==> src/rtl/serial_adder.sv <==
// Bit-serial adder: one full-adder cell plus a carry flop, LSB first, one bit per clock.
// Operands are latched on start; sum, cout and overflow are registered and held until the next done.
module serial_adder #(
  parameter int unsigned WIDTH = 8
) (
  input  logic             clk,
  input  logic             rst_n,
  input  logic             start,
  input  logic [WIDTH-1:0] a,
  input  logic [WIDTH-1:0] b,
  input  logic             cin,
  output logic             busy,
  output logic             done,
  output logic [WIDTH-1:0] sum,
  output logic             cout,
  output logic             overflow
);

  localparam int unsigned CntW = $clog2(WIDTH);

  typedef enum logic [1:0] {StIdle, StRun, StDone} state_e;

  state_e state_q, state_d;

  logic [WIDTH-1:0] a_q, a_d;
  logic [WIDTH-1:0] b_q, b_d;
  logic [WIDTH-1:0] res_q, res_d;
  logic [WIDTH-1:0] sum_q, sum_d;
  logic             carry_q, carry_d;
  logic             cout_q, cout_d;
  logic             ovf_q, ovf_d;
  logic [CntW-1:0]  count_q, count_d;

  logic bit_s;
  logic carry_new;
  logic last_bit;
  logic accept;

  assign bit_s     = a_q[0] ^ b_q[0] ^ carry_q;
  assign carry_new = (a_q[0] & b_q[0]) | (a_q[0] & carry_q) | (b_q[0] & carry_q);
  assign last_bit  = (count_q == CntW'(WIDTH - 1));
  // Start is honoured in DONE as well as IDLE so back-to-back adds lose no cycle.
  assign accept    = start && (state_q == StIdle || state_q == StDone);

  always_ff @(posedge clk) begin
    if (!rst_n) begin
      state_q <= StIdle;
    end else begin
      state_q <= state_d;
    end
  end

  always_comb begin
    state_d = state_q;
    unique case (state_q)
      StIdle:  if (start) state_d = StRun;
      StRun:   if (last_bit) state_d = StDone;
      StDone:  state_d = start ? StRun : StIdle;
      default: state_d = StIdle;
    endcase
  end

  always_comb begin
    busy = 1'b0;
    done = 1'b0;
    unique case (state_q)
      StRun:   busy = 1'b1;
      StDone:  done = 1'b1;
      default: ;
    endcase
  end

  always_comb begin
    a_d     = a_q;
    b_d     = b_q;
    res_d   = res_q;
    sum_d   = sum_q;
    carry_d = carry_q;
    cout_d  = cout_q;
    ovf_d   = ovf_q;
    count_d = count_q;
    if (accept) begin
      a_d     = a;
      b_d     = b;
      carry_d = cin;
      count_d = '0;
    end else if (state_q == StRun) begin
      res_d   = {bit_s, res_q[WIDTH-1:1]};
      a_d     = a_q >> 1;
      b_d     = b_q >> 1;
      carry_d = carry_new;
      count_d = count_q + CntW'(1);
      if (last_bit) begin
        sum_d  = {bit_s, res_q[WIDTH-1:1]};
        cout_d = carry_new;
        // carry_q is the carry into the MSB on the last bit.
        ovf_d  = carry_q ^ carry_new;
      end
    end
  end

  always_ff @(posedge clk) begin
    if (!rst_n) begin
      a_q     <= '0;
      b_q     <= '0;
      res_q   <= '0;
      sum_q   <= '0;
      carry_q <= 1'b0;
      cout_q  <= 1'b0;
      ovf_q   <= 1'b0;
      count_q <= '0;
    end else begin
      a_q     <= a_d;
      b_q     <= b_d;
      res_q   <= res_d;
      sum_q   <= sum_d;
      carry_q <= carry_d;
      cout_q  <= cout_d;
      ovf_q   <= ovf_d;
      count_q <= count_d;
    end
  end

  assign sum      = sum_q;
  assign cout     = cout_q;
  assign overflow = ovf_q;

endmodule
==> config.mk <==
export PLATFORM = sky130hd
export DESIGN_NAME = serial_adder
export DESIGN_NICKNAME = d
export VERILOG_FILES = /design/src/rtl/serial_adder.sv
export SDC_FILE = /design/constraint.sdc
export NUM_CORES = 1
export LEC_CHECK = 0
export BUFFER_PORTS_ARGS = -buffer_cell sky130_fd_sc_hd__buf_2
export CORE_MARGIN = 1.5
export CORE_UTILIZATION = 48
export DETAILED_ROUTE_END_ITERATION = 16
export PLACE_DENSITY = 0.74
export SLEW_MARGIN = 20
export SYNTH_ARGS = -nofsm -noshare
export SYNTH_HDL_FRONTEND = slang
export SYNTH_SLANG_ARGS = --single-unit
==> constraint.sdc <==
create_clock -name clk -period 1.35 [get_ports clk]
set_clock_uncertainty 0.05 [all_clocks]
set_input_delay 0.27 -clock clk [delete_from_list [all_inputs] [get_ports clk]]
set_output_delay 0.27 -clock clk [all_outputs]
set_load 0.03 [all_outputs]
Word-level counts from Yosys, hierarchy flattened
Index checks and enable logic that the tools add are counted.
W data, S select, Z words.
- equal/unequal tests: 5
- bitwise gates (word level): 10
- mux-type cells: 12
- reductions and logical operators: 8
- add/subtract/negate cells: 1
- operator list (operator ; number):
    $mux W8 ; 4
    $pmux W2 S3 ; 1
    $mux W1 ; 5
    $mux W2 ; 2
    $ne A2 B2 Y1 const B ; 2
    $reduce_and A2 Y1 ; 2
    $add A3 B1 Y3 const B ; 1
    $and A1 B1 Y1 ; 3
    $eq A3 B3 Y1 const B ; 1
    $reduce_and A3 Y1 ; 1
    $xor A1 B1 Y1 ; 3
    $eq A2 B1 Y1 const B ; 1
    $eq A2 B2 Y1 const B ; 1
    $logic_not A2 Y1 ; 1
    $not A1 Y1 ; 2
    $or A1 B1 Y1 ; 2
    $reduce_bool A2 Y1 ; 1
    $reduce_or A2 Y1 ; 1
    $logic_and A1 B1 Y1 ; 1
    $logic_or A1 B1 Y1 ; 1
- output and inout bits: 12
- register bits: 40

Logic depth before layout (Yosys ltp)
Gate-level depths: netlist (run 1).
- depth after elaboration: 5
- depth in mapped cells: 6
- mapped depth without buffers: 5

Worst setup path after synthesis (run 1)
No wires, ideal clock.
- kind: flip-flop to flip-flop
- start: register count_q[0]
- end: register ovf_q, in the netlist overflow
- cell stages (with the launch flop): 6
- library setup time: 116 ps
- required time: 1184 ps
- path slack: -17 ps
- arrival time: 1200 ps
- period minus slack after synthesis: 1367 ps
- cell sequence: dfxtp_1 > ha_1 > ha_1 > and3b_1 > buf_4 > o211a_1
- longest elaborated chain between the ends: 2
- RTL lines (what ; RTL line ; source):
    start, declared ; 32 ; logic [CntW-1:0] count_q, count_d;
    start signal, assigned ; 120 ; count_q <= count_d;
    $eq A3 B3 Y1 ; 41 ; assign last_bit = (count_q == CntW'(WIDTH - 1));
    $reduce_and A3 Y1 (no source line) ; - ;
    end signal, assigned ; 119 ; ovf_q <= ovf_d;
    end, declared ; 31 ; logic ovf_q, ovf_d;
Every way passes these cells.
A chain may end at the register's enable or synchronous reset.

Final worst setup path (run 1)
- start: register state_q[1]
- end: output port busy
- longest elaborated chain between the ends: 2
- RTL lines (what ; RTL line ; source):
    start, declared ; 23 ; state_e state_q, state_d;
    start signal, assigned ; 47 ; state_q <= StIdle;
    start signal, assigned ; 49 ; state_q <= state_d;
    $eq A2 B1 Y1 ; 66 ; unique case (state_q)
    $mux W1 ; 66 ;
    end, declared ; 12 ; output logic busy,
Every way passes these cells.

==> results of run 1 <==
-- cell families after synthesis --
group,Yosys count,share of synthesized area [%]
AOI/OAI and AO/OA,47,20.8
and+or+nand+nor,77,20.5
adders and majority gates,3,2.81
DFF,39,48.8
buffers and inverters,14,6.02
xor gates and xnor gates,2,1.09
-- power groups by stage --
| stage | sequential (mW) | clock (mW) | combinational (mW) |
|---|---|---|---|
| 6_report | 1.24 | 0.567 | 0.279 |
| 2_1_floorplan | 1.25 | 0 | 0.187 |
| 3_5_place_dp | 1.26 | 0 | 0.246 |
| 3_3_place_gp | 1.26 | 0 | 0.238 |
| 5_1_grt | 1.25 | 0.642 | 0.312 |
| 4_1_cts | 1.24 | 0.584 | 0.265 |
-- final timing paths --
check	startpoint	endpoint	slack [ns]	cells past startpoint
setup / recovery	state_q[1]$_SDFFE_PN0P_	busy	-0.004	3
hold / removal	a[7]	a_q[7]$_SDFFE_PN0P_	0.1	3
setup reg to reg	count_q[0]$_SDFFE_PP0P_	overflow$_SDFFE_PN0P_	0.05	4
hold reg to reg	a_q[7]$_SDFFE_PN0P_	a_q[7]$_SDFFE_PN0P_	0.41	2
-- placed cells by master (no fill, tap or decap), drive strengths merged --
master and instances:
a21boi 22, a21oi 3, a22oi 5, a31oi 5
and2 2, and3b 2, buf 42, clkbuf 7
clkinv 1, dfxtp 39, fa 1, ha 2
inv 2, nand2 52, nand2b 2, nand3 6
nand3b 1, nor2 6, nor2b 2, nor3 5
o211a 1, o21ai 6, o221ai 5, xnor2 2
-- area by class of cell --
| cell class | instances | area, sq um | area share (%) |
|---|---|---|---|
| tap | 44 | 55.1 | 2.83 |
| inverter | 1 | 11.3 | 0.579 |
| timing repair buffer | 42 | 263 | 13.5 |
| clock inverter | 1 | 5.00 | 0.257 |
| clock buffer | 7 | 45.0 | 2.32 |
| multi-input combinational | 130 | 774 | 39.8 |
| timing repair inverter | 1 | 3.75 | 0.193 |
| sequential | 39 | 787 | 40.5 |
-- worst max-delay path: cells and delay by family, from the launching register on --
kind          cells  cell delay (ns)
buf+inv           2             0.18
simple gates      1             0.17
flops             1             0.35
-- per-layer routing --
layer  global-route usage [%]  up-vias  wire, um  share of wire (%)
met5                        0        -         0                  0
met4                     8.07        0        57                1.7
met3                     7.04        8       134                3.9
met2                     35.2       29      1740                 51
met1                     23.8      637      1480                 43
li1                         -      693         -                  -
-- sequential cells by signal, summed over array words and instances, names as in the netlist --
| name | count |
|---|---|
| a_q | 8 |
| b_q | 8 |
| carry_q | 1 |
| count_q | 3 |
| cout | 1 |
| overflow | 1 |
| res_q | 7 |
| state_q | 2 |
| sum | 8 |
-- through the flow --
| step | hold WS (ns) | area, sq um | TNS [ns] | utilization [%] |
|---|---|---|---|---|
| 2_1_floorplan | 0.352 | 1610 | 0 | - |
| 3_3_place_gp | 0.391 | 1790 | -0.0597 | 57.7 |
| 3_5_place_dp | 0.395 | 1790 | -0.947 | 57.7 |
| 4_1_cts | 0.0875 | 1900 | -0.0175 | 61.3 |
| 5_1_grt | 0.0891 | 1940 | -0.0822 | 62.7 |
| 6_report | 0.0977 | 1940 | -0.00352 | 62.7 |
-- what timing repair did --
action	4_1_cts	5_1_grt
pin swaps	0	1
hold buffers	0	0
gates cloned	2	0
resized for setup	12	12
setup buffers	3	1
setup endpoints to repair	13	26
==> impl.org, run 1 <==
** Status
- Outcome :: complete, but fails checks
- Violated checks :: setup timing

** Synth
- After synthesis, the most frequently instantiated cells are sky130_fd_sc_hd__nand2_1 (52), sky130_fd_sc_hd__dfxtp_1 (39), sky130_fd_sc_hd__a21boi_0 (15).
- Number of warnings issued by yosys :: 0
- Cell count after synthesis :: between 150 and 200
- In this run the biggest area consumer among cell types represents approximately half of the synthesized area.
- Biggest area consumer among synthesized cells :: sky130_fd_sc_hd__dfxtp_1
- The cell area that synthesis handed to floorplanning was roughly 1600 sq um.
- #FFs+latches synth :: 39
- Counting distinct cell types in the post-synthesis netlist gives 27.
- Dominant cells by area after synthesis :: sky130_fd_sc_hd__dfxtp_1 (49%), sky130_fd_sc_hd__nand2_1 (12%), sky130_fd_sc_hd__a21boi_0 (7.0%), sky130_fd_sc_hd__a21boi_1 (3.3%), sky130_fd_sc_hd__o221ai_1 (2.7%)
- Flip-flop cell with the highest count after synthesis :: sky130_fd_sc_hd__dfxtp_1
- Synthesized area per cell :: 8.80 sq um
- The synthesized design contains 0 enable-type register cells.
- Portion of the post-synthesis area used by sequential elements :: 48.7%
- Post-Synthesis Net Count :: 205
- sky130_fd_sc_hd__nand2_1 is the most common cell in the netlist.
- Share of synthesized flip-flops with an asynchronous set or reset :: 0%

** Die
- 32 I/O pins were placed.
- Initial Utilization :: between 50% and 60%
- The floorplan step set the die width to 60.8 um.
- The initialized floorplan defines 20 standard-cell rows.
- The die is 60.8 um tall.
- Placeable core region :: roughly 3100 sq um
- Floorplan die area :: between 3000 and 4000 sq um

** Routing
- Remaining design rule violation count :: 0
- Avg Vias per Cell :: around 5.2
- Total via count in the routed design :: roughly 1400
- Post-route antenna net violation count :: 0
- Number of DRC markers after the initial detailed-route iteration :: between 50 and 60
- Final wirelength :: 3410 um
- Avg WL per Cell :: ~13 um
- The first detailed-routing pass ran for 4 iterations.

** Placed design
- The HPWL after detailed placement is roughly 2100 um.
- The congestion estimate from routability-driven global placement came to 0.702.
- The number of placed instances, taps included, is roughly 250.
- Input and output buffers added on the ports amount to 31.
- Post-placement setup slack :: -0.127 ns

** Global routing
- The number of antenna violations at the first check in global routing was 0.
- GRT Total Usage :: approximately a fifth
- For this run the aggregate overflow at the end of global routing stands at 0.
- The number of global-route vias before repair was 1278.
- Global-route wire length before repair :: roughly 5500 um
- Largest net degree at the start of global routing :: 25

** Critical path
- The worst setup path is launched from a flip-flop.
- The worst setup path is captured at an output port.
- Largest fanout of any net on the critical path :: 3
- Slowest-stage cell, CP :: sky130_fd_sc_hd__dfxtp_2
- On the worst path, the slowest cell contributes a delay of 0.35 ns.
- By startpoint and endpoint, the worst setup path is classified as flip-flop to output port.
- At the worst endpoint, the arrival time is roughly 1.0 ns.
- Cell-by-cell listing of the critical path :: nand2b_4, inv_8, buf_6
- Data on the critical path is required at its endpoint by between 1 and 1.5 ns.

** Clocking
- Cts bufs inserted :: 5
- # H-tree levels :: 2
- Clock-pin slew on the worst setup and hold paths :: ~0.11 ns
- Maximum count of clock buffers along a single path :: 2
- The tree is rooted in a sky130_fd_sc_hd__clkbuf_4.
- TritonCTS built the clock tree.
- Clk Latency, worst-skew pair :: roughly 0.34 ns
- Clock sink count :: 39

** Power
- Overall Power :: between 2 and 2.5 mW
- Internal power consumption :: 1.53 mW
- Sequential fraction of design power :: between 50% and 60%
- Of the total power, the clock network draws ~27%.
- In this run switching power makes up 26.4% of total power.
- Leakage Power :: ~0.78 nW
- Combinational group share of total power :: between 10 and 15%
- Dividing total power by cell area gives a power density of between 1000 and 1500 nW/um^2.
- Worst IR drop on VDD :: ~730 uV
- Net switching power of the design :: approximately 550 uW

** STA
- Transition time at the pin with the least slew margin :: 0.270 ns
- Max Clock Freq :: approximately 740 MHz
- The worst path uses 100% of the clock period.
- Setup violations remaining at the end of the flow were counted as 1.
- Setup slack after layout :: -0.00352 ns
- Headroom to the max-slew limit came out at between 80% and 90%.
- Post-layout min period :: roughly 1.4 ns
- Total count of max-transition violations in the final report :: 0
- Setup repair after global routing missed its margin :: true
- The final hold violation count was 0.

** Cells and area
- Number of standard cells in the layout, taps in and fillers out :: around 270
- Antenna diodes :: 0
- Share of post-route cells with drive strength above 1 :: 28.1%
- Layout overhead on the synthesized area :: 21.4%
- For this run, the post-layout net count is approximately 240.
- The layout has just over 300 filler cells.

** Min path
- Worst min-delay path class :: primary input to flip-flop

** Run
- The tool flagged a number of max-cap violations equal to 0.
No activity file was read; power rests on OpenSTA's default activity.
==> inputs of run 2 (changes only) <==
- SETUP_SLACK_MARGIN: default -> 0.2
==> impl.org, run 2 (same netlist as run 1, synthesis figures left out) <==
** Status
- Outcome :: complete, but fails checks
- Violated checks :: setup timing

** Routing
- The detailed-routing iteration count for the pre-antenna-repair pass is 4 (unchanged).
- The routed wire length came to 3930 um (+15%).
- Avg WL per Cell :: 14.6 um (+13%)
- The number of antenna-violating nets in the routed design is 0 (unchanged).
- The DRC violation count after routing was 0 (unchanged).
- The via-per-instance ratio came to 5.39 (+4.5%).
- Number of DRC markers after the initial detailed-route iteration :: 61 (+5.2%)
- The routed via count was 1450 (+6.1%).

** Run
- The number of violations of the max-capacitance limit was 0 (unchanged).

** Clocking
- The number of levels the H-tree was split into was 2 (unchanged).
- The tree is rooted in a sky130_fd_sc_hd__clkbuf_4.
- TritonCTS clock tree :: built
- The clock sink total was 39 (unchanged).
- Cts bufs inserted :: 5 (unchanged)
- Maximum count of clock buffers along a single path :: 2 (unchanged)
- Clock-pin slew on the worst setup and hold paths :: 0.11 ns (about the same)
- Clk Latency, worst-skew pair :: 0.35 ns (about the same)
- The number of hold-repair buffers added at the cts stage is 0 (unchanged).

** Cells and area
- Filler cell count in the final layout :: 260 (-14%)
- Most common library cell in the layout ignoring fill and taps :: sky130_fd_sc_hd__nand2_1
- Share of post-route cells with drive strength above 1 :: 40.9% (+13 points)
- The final-stage net count came to 247 (+1.6%).
- Antenna diodes :: 0 (unchanged)
- The area growth from synthesis to layout is 36.3%.
- The final cell utilization of the core is 70.4% (+7.7 points).
- Most frequent cells in the layout :: sky130_fd_sc_hd__nand2_1 (52), sky130_fd_sc_hd__dfxtp_1 (24), sky130_fd_sc_hd__buf_2 (19)

** Die
- The total core area came to 3100 sq um (unchanged).
- The total number of placement rows is 20 (unchanged).
- I/O pins :: 32 (unchanged)
- Initial Utilization :: 51.6% (unchanged)
- Horizontal die dimension :: 60.8 um (unchanged)
- Height of the die :: 60.8 um (unchanged)
- Floorplan die area :: 3690 sq um (unchanged)

** Placed design
- Quantity of I/O buffers inserted on ports :: 31 (unchanged)
- Final GP Congestion :: 0.730 (+4.0%)
- The sum of net half-perimeters after detailed placement was 2200 um (+3.6%).

** STA
- The total setup violations reported at the end of the flow was 1 (unchanged).
- The worst slew margin relative to its limit came to 76.7% (-5.3 points).
- Total count of max-transition violations in the final report :: 0 (unchanged)
- Setup slack after layout :: -0.0234 ns (-0.0199 ns)
- Tcrit/Tclk final :: 102% (+1.5 points)
- Setup repair after global routing could not meet its margin everywhere.
- Setup tns final :: -0.0234 ns (-0.0199 ns)
- Final Hold Viols :: 0 (unchanged)
- Transition time at the pin with the least slew margin :: 0.350 ns (+0.0797 ns)
- The final period demand of the worst path was 1.37 ns (+0.0199 ns).
- The achievable clock frequency was 728 MHz (-1.4%).
- Worst slack on hold paths :: 0.0915 ns (-0.00628 ns)

** Critical path
- Broken down by cell family, the worst path's largest delay share belongs to flip-flops.
- The peak per-stage delay on the critical path was 0.37 ns (+0.02 ns).
- Slowest-stage cell, CP :: sky130_fd_sc_hd__dfxtp_2
- The buffers plus inverters on the worst setup path was 2 (unchanged).
- Cell-by-cell listing of the critical path :: nand2b_4, inv_8, buf_6
- The worst setup path is launched from a flip-flop.
- Worst path arrival time :: 1.05 ns (+0.02 ns)
- R2R Setup Slk :: 0.02 ns (-0.03 ns)
- The critical path in this run is classified as flip-flop to output port.
- Largest fanout of any net on the critical path :: 4 (+1)
- Required @ worst endpoint :: 1.03 ns (about the same)
- STA classifies the critical path endpoint as an output port.

** Global routing
- Global-route wire length before repair :: 6200 um (+12%)
- The total congestion overflow after global routing was 0 (unchanged).
- GRT Total Usage :: 23.0% (+2.4 points)
- The number of global-route vias before repair was 1421 (+11%).
- Antenna violations before repair :: 0 (unchanged)
- Largest net degree at the start of global routing :: 25 (unchanged)

** Power
- Leakage Power :: 0.853 nW (+10%)
- Power per cell area :: 1050 nW/um^2 (-2.4%)
- The peak supply drop came to 729 uV (-0.63%).

** Min path
- The min-delay analysis places its worst path in the category primary input to flip-flop.
-- run 2: cell types whose count changed in the layout (fill, tap and decap cells not counted), moves of 5 or more --
cell	delta
sky130_fd_sc_hd__dfxtp_1	-12
sky130_fd_sc_hd__buf_2	-10
sky130_fd_sc_hd__a21boi_1	+7
sky130_fd_sc_hd__dfxtp_2	+12
sky130_fd_sc_hd__a22oi_1	-5
sky130_fd_sc_hd__a21boi_0	-9
sky130_fd_sc_hd__buf_6	+10
sky130_fd_sc_hd__a22oi_2	+5
-- run 2: worst reg2reg max path, cell delays in order (launching register included) --
cell	delay, ns
sky130_fd_sc_hd__dfxtp_2	0.37
sky130_fd_sc_hd__nand2b_4	0.17
sky130_fd_sc_hd__buf_4	0.17
sky130_fd_sc_hd__bufbuf_16	0.28
sky130_fd_sc_hd__nand2_1	0.06
sky130_fd_sc_hd__a31oi_1	0.16
-- run 2: repair_timing --
item,CTS,global route
gates resized for setup,57,11
setup endpoints to repair,50,51
pin swaps,1,4
setup buffers,8,0
cloned,3,0
-- run 2: layout make-up --
cell class / count / area, sq um / area share, %
flip-flops and latches: 39 / 802 / 36.7
repair inverters: 1 / 3.75 / 0.172
clock buffers: 8 / 68.8 / 3.15
inverters: 1 / 11.3 / 0.516
multi-input cells: 129 / 842 / 38.6
well taps: 44 / 55.1 / 2.52
repair buffers: 47 / 400 / 18.3
-- run 2: metal layers --
layer,global-route usage [%],routed length (um),vias to the layer above
met5,0,0,-
met4,13.0,121,0
met3,4.69,137,15
met2,40.9,2050,42
met1,25.4,1620,687
li1,-,-,706
-- run 2: through the flow --
stage	setup WS, ns	instance area [sq um]	total power, mW	std cells
after floorplan	0.0632	1640	1.44	182
after global placement	0.00644	1810	1.50	250
after detailed placement	-0.0290	1810	1.52	250
after CTS	0.00217	2140	2.25	269
after global routing	-0.0551	2180	2.39	269
final	-0.0234	2180	2.28	269
-- run 2: report_power, final --
group	internal [mW]	switching [mW]	leakage (nW)	total [mW]
registers	1.20	0.0417	0.326	1.24
clock network	0.307	0.368	0.0386	0.675
logic	0.180	0.184	0.489	0.364
total	1.69	0.594	0.853	2.28
-- run 2: final timing paths --
path / depth (start not counted) / from / to
min reg2reg: 2 / res_q[4]$_SDFFE_PN0P_ / sum[3]$_SDFFE_PN0P_
min: 3 / a[7] / a_q[7]$_SDFFE_PN0P_
max reg2reg: 5 / state_q[1]$_SDFFE_PN0P_ / b_q[6]$_SDFFE_PN0P_
max: 3 / state_q[1]$_SDFFE_PN0P_ / busy
==> inputs of run 3 (changes only) <==
- ABC_CLOCK_PERIOD_IN_PS: default -> 1350
- CORE_ASPECT_RATIO: default -> 2
==> impl.org, run 3 (same netlist as run 1, synthesis figures left out) <==
** Cells and area
- Antenna diodes :: 0 (unchanged)
- Finished layout cell area :: 2340 sq um (+7.0%)
- The top cell types in the final layout, fill and taps aside, are sky130_fd_sc_hd__nand2_1 (42), sky130_fd_sc_hd__dfxtp_1 (32), sky130_fd_sc_hd__a21boi_1 (20).
- Layout overhead on the synthesized area :: 45.9%
- The footprint of the multi-input gates is 971 sq um (+15%).
- Net total in the final layout :: 251 (+1.6%)
- The fill cell instance count of the final layout is 224 (-14%).
- Register area :: 797 sq um (-0.62%)
- Most common library cell in the layout ignoring fill and taps :: sky130_fd_sc_hd__nand2_1
- Share of post-route cells with drive strength above 1 :: 46.7% (+5.8 points)

** Die
- The height of the die is 84.7 um (+39%).
- Initial Utilization :: 50.2% (-1.5 points)
- Floorplan die area :: 3710 sq um (+0.58%)
- Placeable core region :: 3190 sq um (+2.9%)
- Horizontal die dimension :: 43.8 um (-28%)
- I/O pins :: 32 (unchanged)
- Cell row count :: 29 (+45%)

** Power
- The net load switching power is 672 uW (+13%).
- Overall Power :: 2.55 mW (+12%)
- Combinational group share of total power :: 16.5% (+0.6 points)
- Worst IR drop on VDD :: 1050 uV (+44%)
- The leakage power summed over all cells was 0.922 nW (+8.0%).
- Clock network fraction of design power :: 34.3% (+4.7 points)
- The internal power was 1.88 mW (+11%).
- Power per cell area :: 1090 nW/um^2 (+4.5%)
- The sequential share of power was 49.2% (-5.3 points).
- The net switching fraction of the power was 26.3% (+0.31 points).

** Critical path
- R2R Setup Slk :: 0.03 ns (about the same)
- The buffers plus inverters on the worst setup path came to 2 (unchanged).
- The required time reported for the critical path endpoint came to 1.03 ns (about the same).
- Traced cell by cell, the critical path runs through nand2b_4, inv_8, buf_6.
- The peak per-stage delay on the critical path was 0.36 ns (about the same).
- STA classifies the critical path endpoint as an output port.
- Largest fanout of any net on the critical path :: 5 (+1)
- Startpoint Class :: flip-flop
- For this design, the slowest cell found on the critical path is sky130_fd_sc_hd__dfxtp_4.
- Crit path max-delay family :: flip-flops
- Critical Setup Path Class :: flip-flop to output port
- Worst path arrival time :: 1.02 ns (-0.03 ns)

** Clocking
- The cell sitting at the root of the clock tree is a sky130_fd_sc_hd__clkbuf_8.
- The TritonCTS buffer count came to 5 (unchanged).
- The register clock-pin slew on the reported worst setup and hold paths came to 0.08 ns (-0.03 ns).
- The number of levels the H-tree was split into was 2 (unchanged).
- The clock sink total was 39 (unchanged).
- TritonCTS built the clock tree.
- Maximum count of clock buffers along a single path :: 2 (unchanged)
- The clock latency of the later-clocked register in the worst-skew pair is 0.30 ns (-0.05 ns).

** STA
- Setup slack after layout :: 0.0115 ns (+0.0348 ns)
- The slew of the pin with the lowest slew margin is 0.431 ns (+0.0807 ns).
- The max-slew violation count came to 0 (unchanged).
- The final period demand of the worst path was 1.34 ns (-0.0348 ns).
- Setup tns final :: 0 ns (+0.0234 ns)
- The final critical-path share of the clock period came to 99.2% (-2.6 points).
- The worst slew margin relative to its limit came to 71.3% (-5.4 points).
- The minimum hold slack is 0.159 ns (+0.0675 ns).
- The achievable clock frequency came to 747 MHz (+2.6%).
- Setup repair after global routing missed its margin :: true
- Final Hold Viols :: 0 (unchanged)
- The total setup violations reported at the end of the flow was 0 (-1).

** Routing
- Remaining design rule violation count :: 0 (unchanged)
- The number of antenna-violating nets in the routed design is 0 (unchanged).
- The routed wirelength normalized by instance count was 16.1 um (+10%).
- The via-per-instance ratio is 5.67 (+5.1%).
- First-pass iteration count of the detailed router :: 5 (+1)
- The routed wire length was 4180 um (+6.5%).
- Number of DRC markers after the initial detailed-route iteration :: 31 (-49%)
- The routed via count was 1473 (+1.6%).

** Global routing
- The all-layer global routing usage is 22.4% (-0.63 points).
- Number of global-route vias before repair :: 1417 (-0.28%)
- Largest net degree at the start of global routing :: 25 (unchanged)
- The total congestion overflow after global routing came to 0 (unchanged).
- The number of antenna violations at the first check in global routing was 0 (unchanged).
- The first-pass GRT wire length was 6180 um (-0.45%).

** Run
- The number of violations of the max-capacitance limit came to 0 (unchanged).

** Status
- The flow ran to the end, and the final reports show no timing, DRC or antenna violations.

** Min path
- Worst min-delay path class :: primary input to flip-flop

** Placed design
- The final estimated routing congestion in global placement was 0.758 (+3.9%).
- The sum of net half-perimeters after detailed placement came to 2470 um (+12%).
- The count of port buffers added during placement came to 31 (unchanged).
- The total cell area at the placement stage was 1810 sq um (-0.35%).
- Post-placement setup slack :: -0.0526 ns (-0.0236 ns)
-- run 3: power by group through the flow --
stage	Sequential (mW)	Combinational [mW]	Clock (mW)
final	1.26	0.420	0.876
after global routing	1.26	0.452	0.941
after CTS	1.25	0.343	0.884
after detailed placement	1.27	0.253	0
after global placement	1.26	0.240	0
after floorplan	1.25	0.188	0
-- run 3: timing repair --
action                     in CTS  in global routing
cloned                          1                  2
hold endpoints to repair        0                  0
resized for setup              36                 59
setup endpoints to repair      45                 49
hold buffers                    0                  0
buffers inserted                5                  4
pin swaps                      10                 20
-- run 3: worst reg2reg max path: cells and delay by family, from the launching register on --
kind | cells | cell delay, ns
buffers and inverters | 4 | 0.44
flip-flops | 1 | 0.37
AND/OR/NAND/NOR | 3 | 0.35
-- run 3: worst paths after layout --
check / from / end / cells past startpoint
worst max-delay path: state_q[1]$_SDFFE_PN0P_ / busy / 3
worst min-delay path: a[7] / a_q[7]$_SDFFE_PN0P_ / 3
worst max register to register: state_q[1]$_SDFFE_PN0P_ / a_q[5]$_SDFFE_PN0P_ / 7
worst min register to register: sum[3]$_SDFFE_PN0P_ / sum[3]$_SDFFE_PN0P_ / 2
-- run 3: layer usage --
layer	share of wire, %	vias to the layer above	track usage (%)	wire length (um)
li1	-	713	-	-
met4	2.7	0	8.26	112
met5	0	-	0	0
met1	34	704	22.0	1420
met3	4.3	10	5.38	178
met2	59	46	42.1	2470
-- run 3: through the flow --
step	std cells	utilization, %
2_1_floorplan	182	-
3_3_place_gp	240	56.5
3_5_place_dp	240	56.5
4_1_cts	254	65.8
5_1_grt	260	73.2
6_report	260	73.2
-- run 3: layout make-up --
cell class	instances	area share (%)
flip-flops and latches	39	34.1
clock inverters	1	0.321
clock buffers	7	4.12
well taps	31	1.66
multi-input cells	131	41.5
inverters	1	0.482
repair buffers	50	17.8
